File: src/rtl/rv32i_io_arbiter_if.sv
// Bus bundle shared by the two IO masters, the arbiter and the KEY/LED IO block.
//   Master 0 / master 1 request side : reqN, weN, addrN, wdataN  (to arbiter)
//   Master 0 / master 1 response side: gntN, doneN, errN, rdataN (from arbiter)
//   IO block side                    : io_valid, io_we, io_addr, io_wdata (from arbiter),
//                                      io_rdata (from IO block, registered there)
// Modport slave is the arbiter's view; modport master is the view of the
// surrounding system (both requesters plus the IO block).
interface rv32i_io_arbiter_if #(
  parameter int ADDR_WIDTH = 15
);
  logic                  req0;
  logic                  we0;
  logic [ADDR_WIDTH-1:0] addr0;
  logic [31:0]           wdata0;
  logic                  gnt0;
  logic                  done0;
  logic                  err0;
  logic [31:0]           rdata0;

  logic                  req1;
  logic                  we1;
  logic [ADDR_WIDTH-1:0] addr1;
  logic [31:0]           wdata1;
  logic                  gnt1;
  logic                  done1;
  logic                  err1;
  logic [31:0]           rdata1;

  logic                  io_valid;
  logic                  io_we;
  logic [ADDR_WIDTH-1:0] io_addr;
  logic [31:0]           io_wdata;
  logic [31:0]           io_rdata;

  modport slave (
    input  req0, we0, addr0, wdata0,
    input  req1, we1, addr1, wdata1,
    input  io_rdata,
    output gnt0, done0, err0, rdata0,
    output gnt1, done1, err1, rdata1,
    output io_valid, io_we, io_addr, io_wdata
  );

  modport master (
    output req0, we0, addr0, wdata0,
    output req1, we1, addr1, wdata1,
    output io_rdata,
    input  gnt0, done0, err0, rdata0,
    input  gnt1, done1, err1, rdata1,
    input  io_valid, io_we, io_addr, io_wdata
  );
endinterface

File: src/rtl/rv32i_io_arbiter.sv
// Two-master arbiter/sequencer for the single memory-mapped IO port.
// Master 0 (CPU load/store) and master 1 (debug/host) share the KEY/LED block.
// One request is accepted at a time with round-robin fairness; a legal access
// issues a one-cycle io_valid strobe, waits out the IO block's registered read
// latency and returns a registered response. Addresses above IO_LIMIT are
// answered with an error and never strobe the IO block.
// Ports:
//   clk   : clock
//   reset : synchronous, active-high
//   bus   : rv32i_io_arbiter_if.slave (request/response of both masters + IO port)
module rv32i_io_arbiter #(
  parameter int                    ADDR_WIDTH = 15,
  parameter logic [ADDR_WIDTH-1:0] IO_LIMIT   = ADDR_WIDTH'(3)
) (
  input  logic                 clk,
  input  logic                 reset,
  rv32i_io_arbiter_if.slave    bus
);

  typedef enum logic [2:0] {IDLE, ISSUE, WAIT, RESP, ERR} state_t;

  state_t                state, state_nxt;
  logic                  err_second, err_second_nxt;
  logic                  last_grant, last_grant_nxt;
  logic                  winner, winner_nxt;
  logic                  lat_we, lat_we_nxt;

  logic                  gnt0, gnt0_nxt, gnt1, gnt1_nxt;
  logic                  done0, done0_nxt, done1, done1_nxt;
  logic                  err0, err0_nxt, err1, err1_nxt;
  logic [31:0]           rdata0, rdata0_nxt, rdata1, rdata1_nxt;
  logic                  io_valid, io_valid_nxt, io_we, io_we_nxt;
  logic [ADDR_WIDTH-1:0] io_addr, io_addr_nxt;
  logic [31:0]           io_wdata, io_wdata_nxt;

  logic                  win, pick, pick_we, pick_legal;
  logic [ADDR_WIDTH-1:0] pick_addr;
  logic [31:0]           pick_wdata;

  // Request selection; only consumed while IDLE. On contention the master
  // that did not win last time is chosen.
  always_comb begin
    win  = 1'b0;
    pick = 1'b0;
    if (bus.req0 && bus.req1) begin
      win  = 1'b1;
      pick = ~last_grant;
    end else if (bus.req0) begin
      win  = 1'b1;
      pick = 1'b0;
    end else if (bus.req1) begin
      win  = 1'b1;
      pick = 1'b1;
    end
    pick_we    = pick ? bus.we1    : bus.we0;
    pick_addr  = pick ? bus.addr1  : bus.addr0;
    pick_wdata = pick ? bus.wdata1 : bus.wdata0;
    pick_legal = (pick_addr <= IO_LIMIT);
  end

  // Next-state and next-output logic; every output is registered, so the
  // values computed here appear one cycle later.
  always_comb begin
    state_nxt      = state;
    err_second_nxt = err_second;
    last_grant_nxt = last_grant;
    winner_nxt     = winner;
    lat_we_nxt     = lat_we;
    gnt0_nxt       = 1'b0;
    gnt1_nxt       = 1'b0;
    done0_nxt      = 1'b0;
    done1_nxt      = 1'b0;
    err0_nxt       = 1'b0;
    err1_nxt       = 1'b0;
    rdata0_nxt     = rdata0;
    rdata1_nxt     = rdata1;
    io_valid_nxt   = 1'b0;
    io_we_nxt      = 1'b0;
    io_addr_nxt    = io_addr;
    io_wdata_nxt   = io_wdata;

    case (state)
      IDLE: begin
        if (win) begin
          winner_nxt     = pick;
          last_grant_nxt = pick;
          lat_we_nxt     = pick_we;
          gnt0_nxt       = ~pick;
          gnt1_nxt       = pick;
          if (pick_legal) begin
            state_nxt    = ISSUE;
            io_valid_nxt = 1'b1;
            io_we_nxt    = pick_we;
            io_addr_nxt  = pick_addr;
            io_wdata_nxt = pick_wdata;
          end else begin
            // Rejected address: IO port outputs keep their previous values.
            state_nxt      = ERR;
            err_second_nxt = 1'b0;
          end
        end
      end
      ISSUE: state_nxt = WAIT;
      WAIT: begin
        // io_rdata is valid now (IO block registers it after io_valid);
        // writes return zero.
        state_nxt = RESP;
        if (winner) begin
          done1_nxt  = 1'b1;
          rdata1_nxt = lat_we ? 32'h0 : bus.io_rdata;
        end else begin
          done0_nxt  = 1'b1;
          rdata0_nxt = lat_we ? 32'h0 : bus.io_rdata;
        end
      end
      RESP: state_nxt = IDLE;
      ERR: begin
        // First ERR cycle shows gnt; second shows done+err.
        if (!err_second) begin
          err_second_nxt = 1'b1;
          if (winner) begin
            done1_nxt  = 1'b1;
            err1_nxt   = 1'b1;
            rdata1_nxt = 32'h0;
          end else begin
            done0_nxt  = 1'b1;
            err0_nxt   = 1'b1;
            rdata0_nxt = 32'h0;
          end
        end else begin
          err_second_nxt = 1'b0;
          state_nxt      = IDLE;
        end
      end
      default: state_nxt = IDLE;
    endcase
  end

  always_ff @(posedge clk) begin
    if (reset) begin
      state      <= IDLE;
      err_second <= 1'b0;
      last_grant <= 1'b1;
      winner     <= 1'b0;
      lat_we     <= 1'b0;
      gnt0       <= 1'b0;
      gnt1       <= 1'b0;
      done0      <= 1'b0;
      done1      <= 1'b0;
      err0       <= 1'b0;
      err1       <= 1'b0;
      rdata0     <= 32'h0;
      rdata1     <= 32'h0;
      io_valid   <= 1'b0;
      io_we      <= 1'b0;
      io_addr    <= '0;
      io_wdata   <= 32'h0;
    end else begin
      state      <= state_nxt;
      err_second <= err_second_nxt;
      last_grant <= last_grant_nxt;
      winner     <= winner_nxt;
      lat_we     <= lat_we_nxt;
      gnt0       <= gnt0_nxt;
      gnt1       <= gnt1_nxt;
      done0      <= done0_nxt;
      done1      <= done1_nxt;
      err0       <= err0_nxt;
      err1       <= err1_nxt;
      rdata0     <= rdata0_nxt;
      rdata1     <= rdata1_nxt;
      io_valid   <= io_valid_nxt;
      io_we      <= io_we_nxt;
      io_addr    <= io_addr_nxt;
      io_wdata   <= io_wdata_nxt;
    end
  end

  assign bus.gnt0     = gnt0;
  assign bus.gnt1     = gnt1;
  assign bus.done0    = done0;
  assign bus.done1    = done1;
  assign bus.err0     = err0;
  assign bus.err1     = err1;
  assign bus.rdata0   = rdata0;
  assign bus.rdata1   = rdata1;
  assign bus.io_valid = io_valid;
  assign bus.io_we    = io_we;
  assign bus.io_addr  = io_addr;
  assign bus.io_wdata = io_wdata;

endmodule

File: src/flat_wrapper.sv
// flat-port wrapper written by rule: the top's interface ports become plain ports
module rv32i_io_arbiter_flat 
#(
  parameter int                    ADDR_WIDTH = 15,
  parameter logic [ADDR_WIDTH-1:0] IO_LIMIT   = ADDR_WIDTH'(3)
)
  (clk, reset, bus_req0, bus_we0, bus_addr0, bus_wdata0, bus_req1, bus_we1, bus_addr1, bus_wdata1, bus_io_rdata, bus_gnt0, bus_done0, bus_err0, bus_rdata0, bus_gnt1, bus_done1, bus_err1, bus_rdata1, bus_io_valid, bus_io_we, bus_io_addr, bus_io_wdata);
  rv32i_io_arbiter_if #(.ADDR_WIDTH(ADDR_WIDTH)) bus_i ();
  input  logic clk;
  input  logic reset;
  input wire logic [$bits(bus_i.req0)-1:0] bus_req0;
  input wire logic [$bits(bus_i.we0)-1:0] bus_we0;
  input wire logic [$bits(bus_i.addr0)-1:0] bus_addr0;
  input wire logic [$bits(bus_i.wdata0)-1:0] bus_wdata0;
  input wire logic [$bits(bus_i.req1)-1:0] bus_req1;
  input wire logic [$bits(bus_i.we1)-1:0] bus_we1;
  input wire logic [$bits(bus_i.addr1)-1:0] bus_addr1;
  input wire logic [$bits(bus_i.wdata1)-1:0] bus_wdata1;
  input wire logic [$bits(bus_i.io_rdata)-1:0] bus_io_rdata;
  output wire logic [$bits(bus_i.gnt0)-1:0] bus_gnt0;
  output wire logic [$bits(bus_i.done0)-1:0] bus_done0;
  output wire logic [$bits(bus_i.err0)-1:0] bus_err0;
  output wire logic [$bits(bus_i.rdata0)-1:0] bus_rdata0;
  output wire logic [$bits(bus_i.gnt1)-1:0] bus_gnt1;
  output wire logic [$bits(bus_i.done1)-1:0] bus_done1;
  output wire logic [$bits(bus_i.err1)-1:0] bus_err1;
  output wire logic [$bits(bus_i.rdata1)-1:0] bus_rdata1;
  output wire logic [$bits(bus_i.io_valid)-1:0] bus_io_valid;
  output wire logic [$bits(bus_i.io_we)-1:0] bus_io_we;
  output wire logic [$bits(bus_i.io_addr)-1:0] bus_io_addr;
  output wire logic [$bits(bus_i.io_wdata)-1:0] bus_io_wdata;
  assign bus_i.req0 = bus_req0;
  assign bus_i.we0 = bus_we0;
  assign bus_i.addr0 = bus_addr0;
  assign bus_i.wdata0 = bus_wdata0;
  assign bus_i.req1 = bus_req1;
  assign bus_i.we1 = bus_we1;
  assign bus_i.addr1 = bus_addr1;
  assign bus_i.wdata1 = bus_wdata1;
  assign bus_i.io_rdata = bus_io_rdata;
  assign bus_gnt0 = bus_i.gnt0;
  assign bus_done0 = bus_i.done0;
  assign bus_err0 = bus_i.err0;
  assign bus_rdata0 = bus_i.rdata0;
  assign bus_gnt1 = bus_i.gnt1;
  assign bus_done1 = bus_i.done1;
  assign bus_err1 = bus_i.err1;
  assign bus_rdata1 = bus_i.rdata1;
  assign bus_io_valid = bus_i.io_valid;
  assign bus_io_we = bus_i.io_we;
  assign bus_io_addr = bus_i.io_addr;
  assign bus_io_wdata = bus_i.io_wdata;
  rv32i_io_arbiter #(.ADDR_WIDTH(ADDR_WIDTH), .IO_LIMIT(IO_LIMIT)) u_core (.clk(clk), .reset(reset), .bus(bus_i));
endmodule
File: config.mk
export PLATFORM = sky130hd
export DESIGN_NAME = rv32i_io_arbiter_flat
export DESIGN_NICKNAME = d
export VERILOG_FILES = /design/src/rtl/rv32i_io_arbiter_if.sv /design/src/rtl/rv32i_io_arbiter.sv /design/src/flat_wrapper.sv
export SDC_FILE = /design/constraint.sdc
export NUM_CORES = 1
export LEC_CHECK = 0
export CAP_MARGIN = 30
export CORE_AREA = 2 2 97 99
export CTS_CLUSTER_SIZE = 10
export DETAILED_ROUTE_END_ITERATION = 16
export DIE_AREA = 0 0 99 101
export DONT_BUFFER_PORTS = 1
export PLACE_DENSITY = 0.74
export SLEW_MARGIN = 20
export SYNTH_ARGS = -nofsm -noshare
export SYNTH_HDL_FRONTEND = slang
export SYNTH_SLANG_ARGS = --single-unit
File: constraint.sdc
create_clock -name clk -period 3 [get_ports clk]
set_input_delay 0.6 -clock clk [delete_from_list [all_inputs] [get_ports clk]]
set_output_delay 0.6 -clock clk [all_outputs]
set_load 0.01 [all_outputs]
==> impl_metrics.json <==
{
  "cts_buffers": 17,
  "hold_class": "in2reg",
  "antenna_left": 0,
  "cp_data_arrival_time_ns": 2.47,
  "p_per_area_nw_per_um2": 699,
  "drive_gt1_share_pct": 13.3,
  "diodes": 0,
  "vdd_drop_max_mv": 0.310,
  "endpoint_kind": "register",
  "post-route-min-period_ns": 2.05,
  "yosysTopAreaCell": "dfxtp_1",
  "rsz0062_at_grt": "false",
  "row_count": 35,
  "post_cts_resize_count": 0,
  "cp_top_family": "simple AND/OR/NAND/NOR gates",
  "yosys_warnings": 0,
  "p_comb_share_pct": 10.4,
  "fin_crit_sh_pct": 68.3,
  "cts_hold_buffers": 0,
  "yosysTopAreaCellShare_pct": 47.1,
  "utilization_pct": 65.2,
  "clock-sinks": 126,
  "layout.nets": 685,
  "multi_input_area_sq_um": 2560,
  "clk_pin_slew_worst_paths_ns": 0.06,
  "drt-wirelength-per-cell_um": 19.1,
  "slew_viol_final": 0,
  "antenna_found_initial": 0,
  "cp_slowest_cell": "or3b_1",
  "drcViolationCount": 0,
  "grt_use_total_pct": 25.2,
  "p_seq_share_pct": 44.9,
  "viasPerCell": 5.87,
  "ys_ff_latch": 126,
  "num_vias": 3967,
  "htree_levels": 4,
  "finalHoldViolations": 0,
  "tns_ns": 0,
  "grt_pass1_wl_um": 20000,
  "netlist_instances": 574,
  "p_sw_share_pct": 26.9,
  "grt_pass1_vias": 3932,
  "crit_buf_inv": 1,
  "ios": 251,
  "status": "finished, final reports clean",
  "tightestPinTransition_ns": 0.630,
  "drtIter0Drc": 177,
  "syn-mean-instance-area_sq_um": 9.34,
  "chipHeight_um": 101,
  "ys_seq_area_share_pct": 47.1,
  "path_cells": "or3b_1, a211oi_4, buf_4, nand3_1, a21oi_1",
  "maxCapViolCount": 0,
  "first_pass_iters": 4,
  "area_growth_pct": 9.18,
  "critPathMaxFanout": 32,
  "synth_area_leaders": "dfxtp_1 47%, mux2_4 7.8%, mux2i_1 6.5%, a21oi_1 6.3%, nand3_1 6.1%",
  "gp_congestion": 0.799,
  "p_clk_share_pct": 44.7,
  "regArea_sq_um": 2520,
  "synth_area_sq_um": 5360,
  "power.switching_w": 0.00110,
  "hpwl_um": 8980,
  "required_ns": 3.43,
  "fmax_ghz": 0.488,
  "start_util_pct": 59.7,
  "p_int_w": 0.00299,
  "fillers": 718,
  "synth_cell_types": 43,
  "finalPower_w": 0.00409,
  "path_class": "reg2reg",
  "cts_tree": "done",
  "postRouteWirelength_um": 12900,
  "grt_start_max_net_pins": 160,
  "finClkSkew_ns": 0.0101,
  "syn-num-nets": 706,
  "slew_headroom_pct": 58.0,
  "port_buffers": 0,
  "start_kind": "register",
  "core_area_sq_um": 8980,
  "setup_viol": 0,
  "grt_overflow_total": 0,
  "clk_latency_ns": 0.50,
  "die_w_um": 99,
  "p_leak_nw": 2.22,
  "post_cts_buffers": 0,
  "clockBufferDepth": 2,
  "die-area_sq_um": 10000,
  "max_stage_delay_ns": 0.53,
  "clockRootBuffer": "clkbuf_8"
}
==> layout make-up <==
class                           instances  share of cell area (%)
Timing Repair Buffer                    8                    1.50
Clock buffer                           17                    7.08
Clock inverter                         14                    2.05
Tap cell                              111                    2.37
Sequential cell                       126                    43.1
Inverter                                1                  0.0642
Multi-Input combinational cell        399                    43.8
==> registers in the layout (all words and copies together) (netlist names) <==
name	count
u_core.bus.io_addr	15
u_core.err_second	1
u_core.bus.rdata0	32
u_core.bus.err0	1
u_core.bus.io_wdata	32
u_core.last_grant	1
u_core.bus.rdata1	32
u_core.bus.gnt0	1
u_core.bus.io_we	1
u_core.winner	1
u_core.bus.done1	1
u_core.bus.done0	1
u_core.lat_we	1
u_core.bus.err1	1
u_core.bus.gnt1	1
u_core.state	3
u_core.bus.io_valid	1
==> per-stage QoR <==
step                hold WS (ns)  cell area, sq um  setup slack [ns]  cells
floorplan                  0.480              5360              1.01    574
global placement           0.483              5280             0.900    642
detailed placement         0.487              5290             0.801    643
CTS                        0.154              5830             0.796    674
global route               0.152              5850             0.805    676
finish                     0.229              5850             0.951    676
==> cell families after synthesis <==
family | share of synthesized area (%)
mux | 15.9
xor+xnor | 0.327
flops | 47.1
compound gates | 8.97
buf+inv | 5.46
simple gates | 22.3
==> layout by cell type (no fill, tap or decap), types with 2 or more instances in the layout <==
master / Yosys / routed
dfxtp_1: 126 / 126
nand3_1: 65 / 65
nand2_1: 69 / 69
mux2i_1: 35 / 35
mux2_1: 6 / 6
buf_8: 0 / 2
nor3b_1: 14 / 14
inv_6: 0 / 2
a211oi_4: 2 / 2
nor4_1: 4 / 4
clkbuf_16: 0 / 16
nand4_1: 2 / 2
mux2_4: 28 / 28
clkinv_2: 0 / 5
a21oi_1: 67 / 67
a211o_1: 2 / 2
nor2b_1: 34 / 34
buf_4: 2 / 4
nor3_1: 7 / 7
nor2_1: 42 / 42
clkinv_4: 0 / 2
clkinvlp_4: 0 / 4
==> cell usage after synthesis (all sizes together) <==
| library cell | count |
|---|---|
| a211oi | 3 |
| a21o | 1 |
| a311oi | 1 |
| dfxtp | 126 |
| a21bo | 1 |
| or3 | 1 |
| nand4 | 2 |
| nor4 | 4 |
| nor2 | 42 |
| a21oi | 68 |
| nand2 | 69 |
| nand3b | 1 |
| nand2b | 1 |
| nor3b | 14 |
| o22a | 1 |
| nor3 | 8 |
| o21bai | 1 |
| a21boi | 1 |
| o21ai | 1 |
| or2 | 2 |
| a211o | 2 |
| mux2 | 35 |
| o211a | 1 |
| clkbuf | 24 |
| o22ai | 1 |
| or3b | 1 |
| inv | 1 |
| buf | 24 |
| xor2 | 1 |
| nor2b | 34 |
| xnor2 | 1 |
| mux2i | 35 |
| and3 | 1 |
| nand3 | 65 |
==> worst reg2reg max path: stages (launching register included) <==
cell	delay [ns]
dfxtp_1	0.52
or3b_1	0.53
a211oi_4	0.23
buf_4	0.36
nand3_1	0.18
a21oi_1	0.16
==> power groups by stage <==
stage	Combinational, W	Sequential (W)	Clock [W]
2_1_floorplan	0.000414	0.00184	0
5_1_grt	0.000474	0.00184	0.00193
4_1_cts	0.000424	0.00184	0.00186
3_5_place_dp	0.000421	0.00187	0
3_3_place_gp	0.000393	0.00187	0
6_report	0.000426	0.00183	0.00183
==> path summary, 6_finish.rpt <==
check | start | endpoint | slack [ns] | depth (start not counted)
max | u_core.state[2] | u_core.bus.rdata0[15] | 0.95 | 5
min | reset | u_core.bus.io_valid | 0.23 | 1
max reg2reg | u_core.state[2] | u_core.bus.rdata0[15] | 0.95 | 5
min reg2reg | u_core.bus.rdata1[16] | u_core.bus.rdata1[16] | 0.50 | 2
==> per-layer routing <==
metal,track usage (%),up-vias,part of all wire [%]
li1,-,1921,-
met1,26.8,1868,36
met2,45.2,172,54
met3,10.7,6,9.5
met4,8.11,0,0.63
met5,0,-,0
Note: power is estimated with default switching activity, not from simulation.
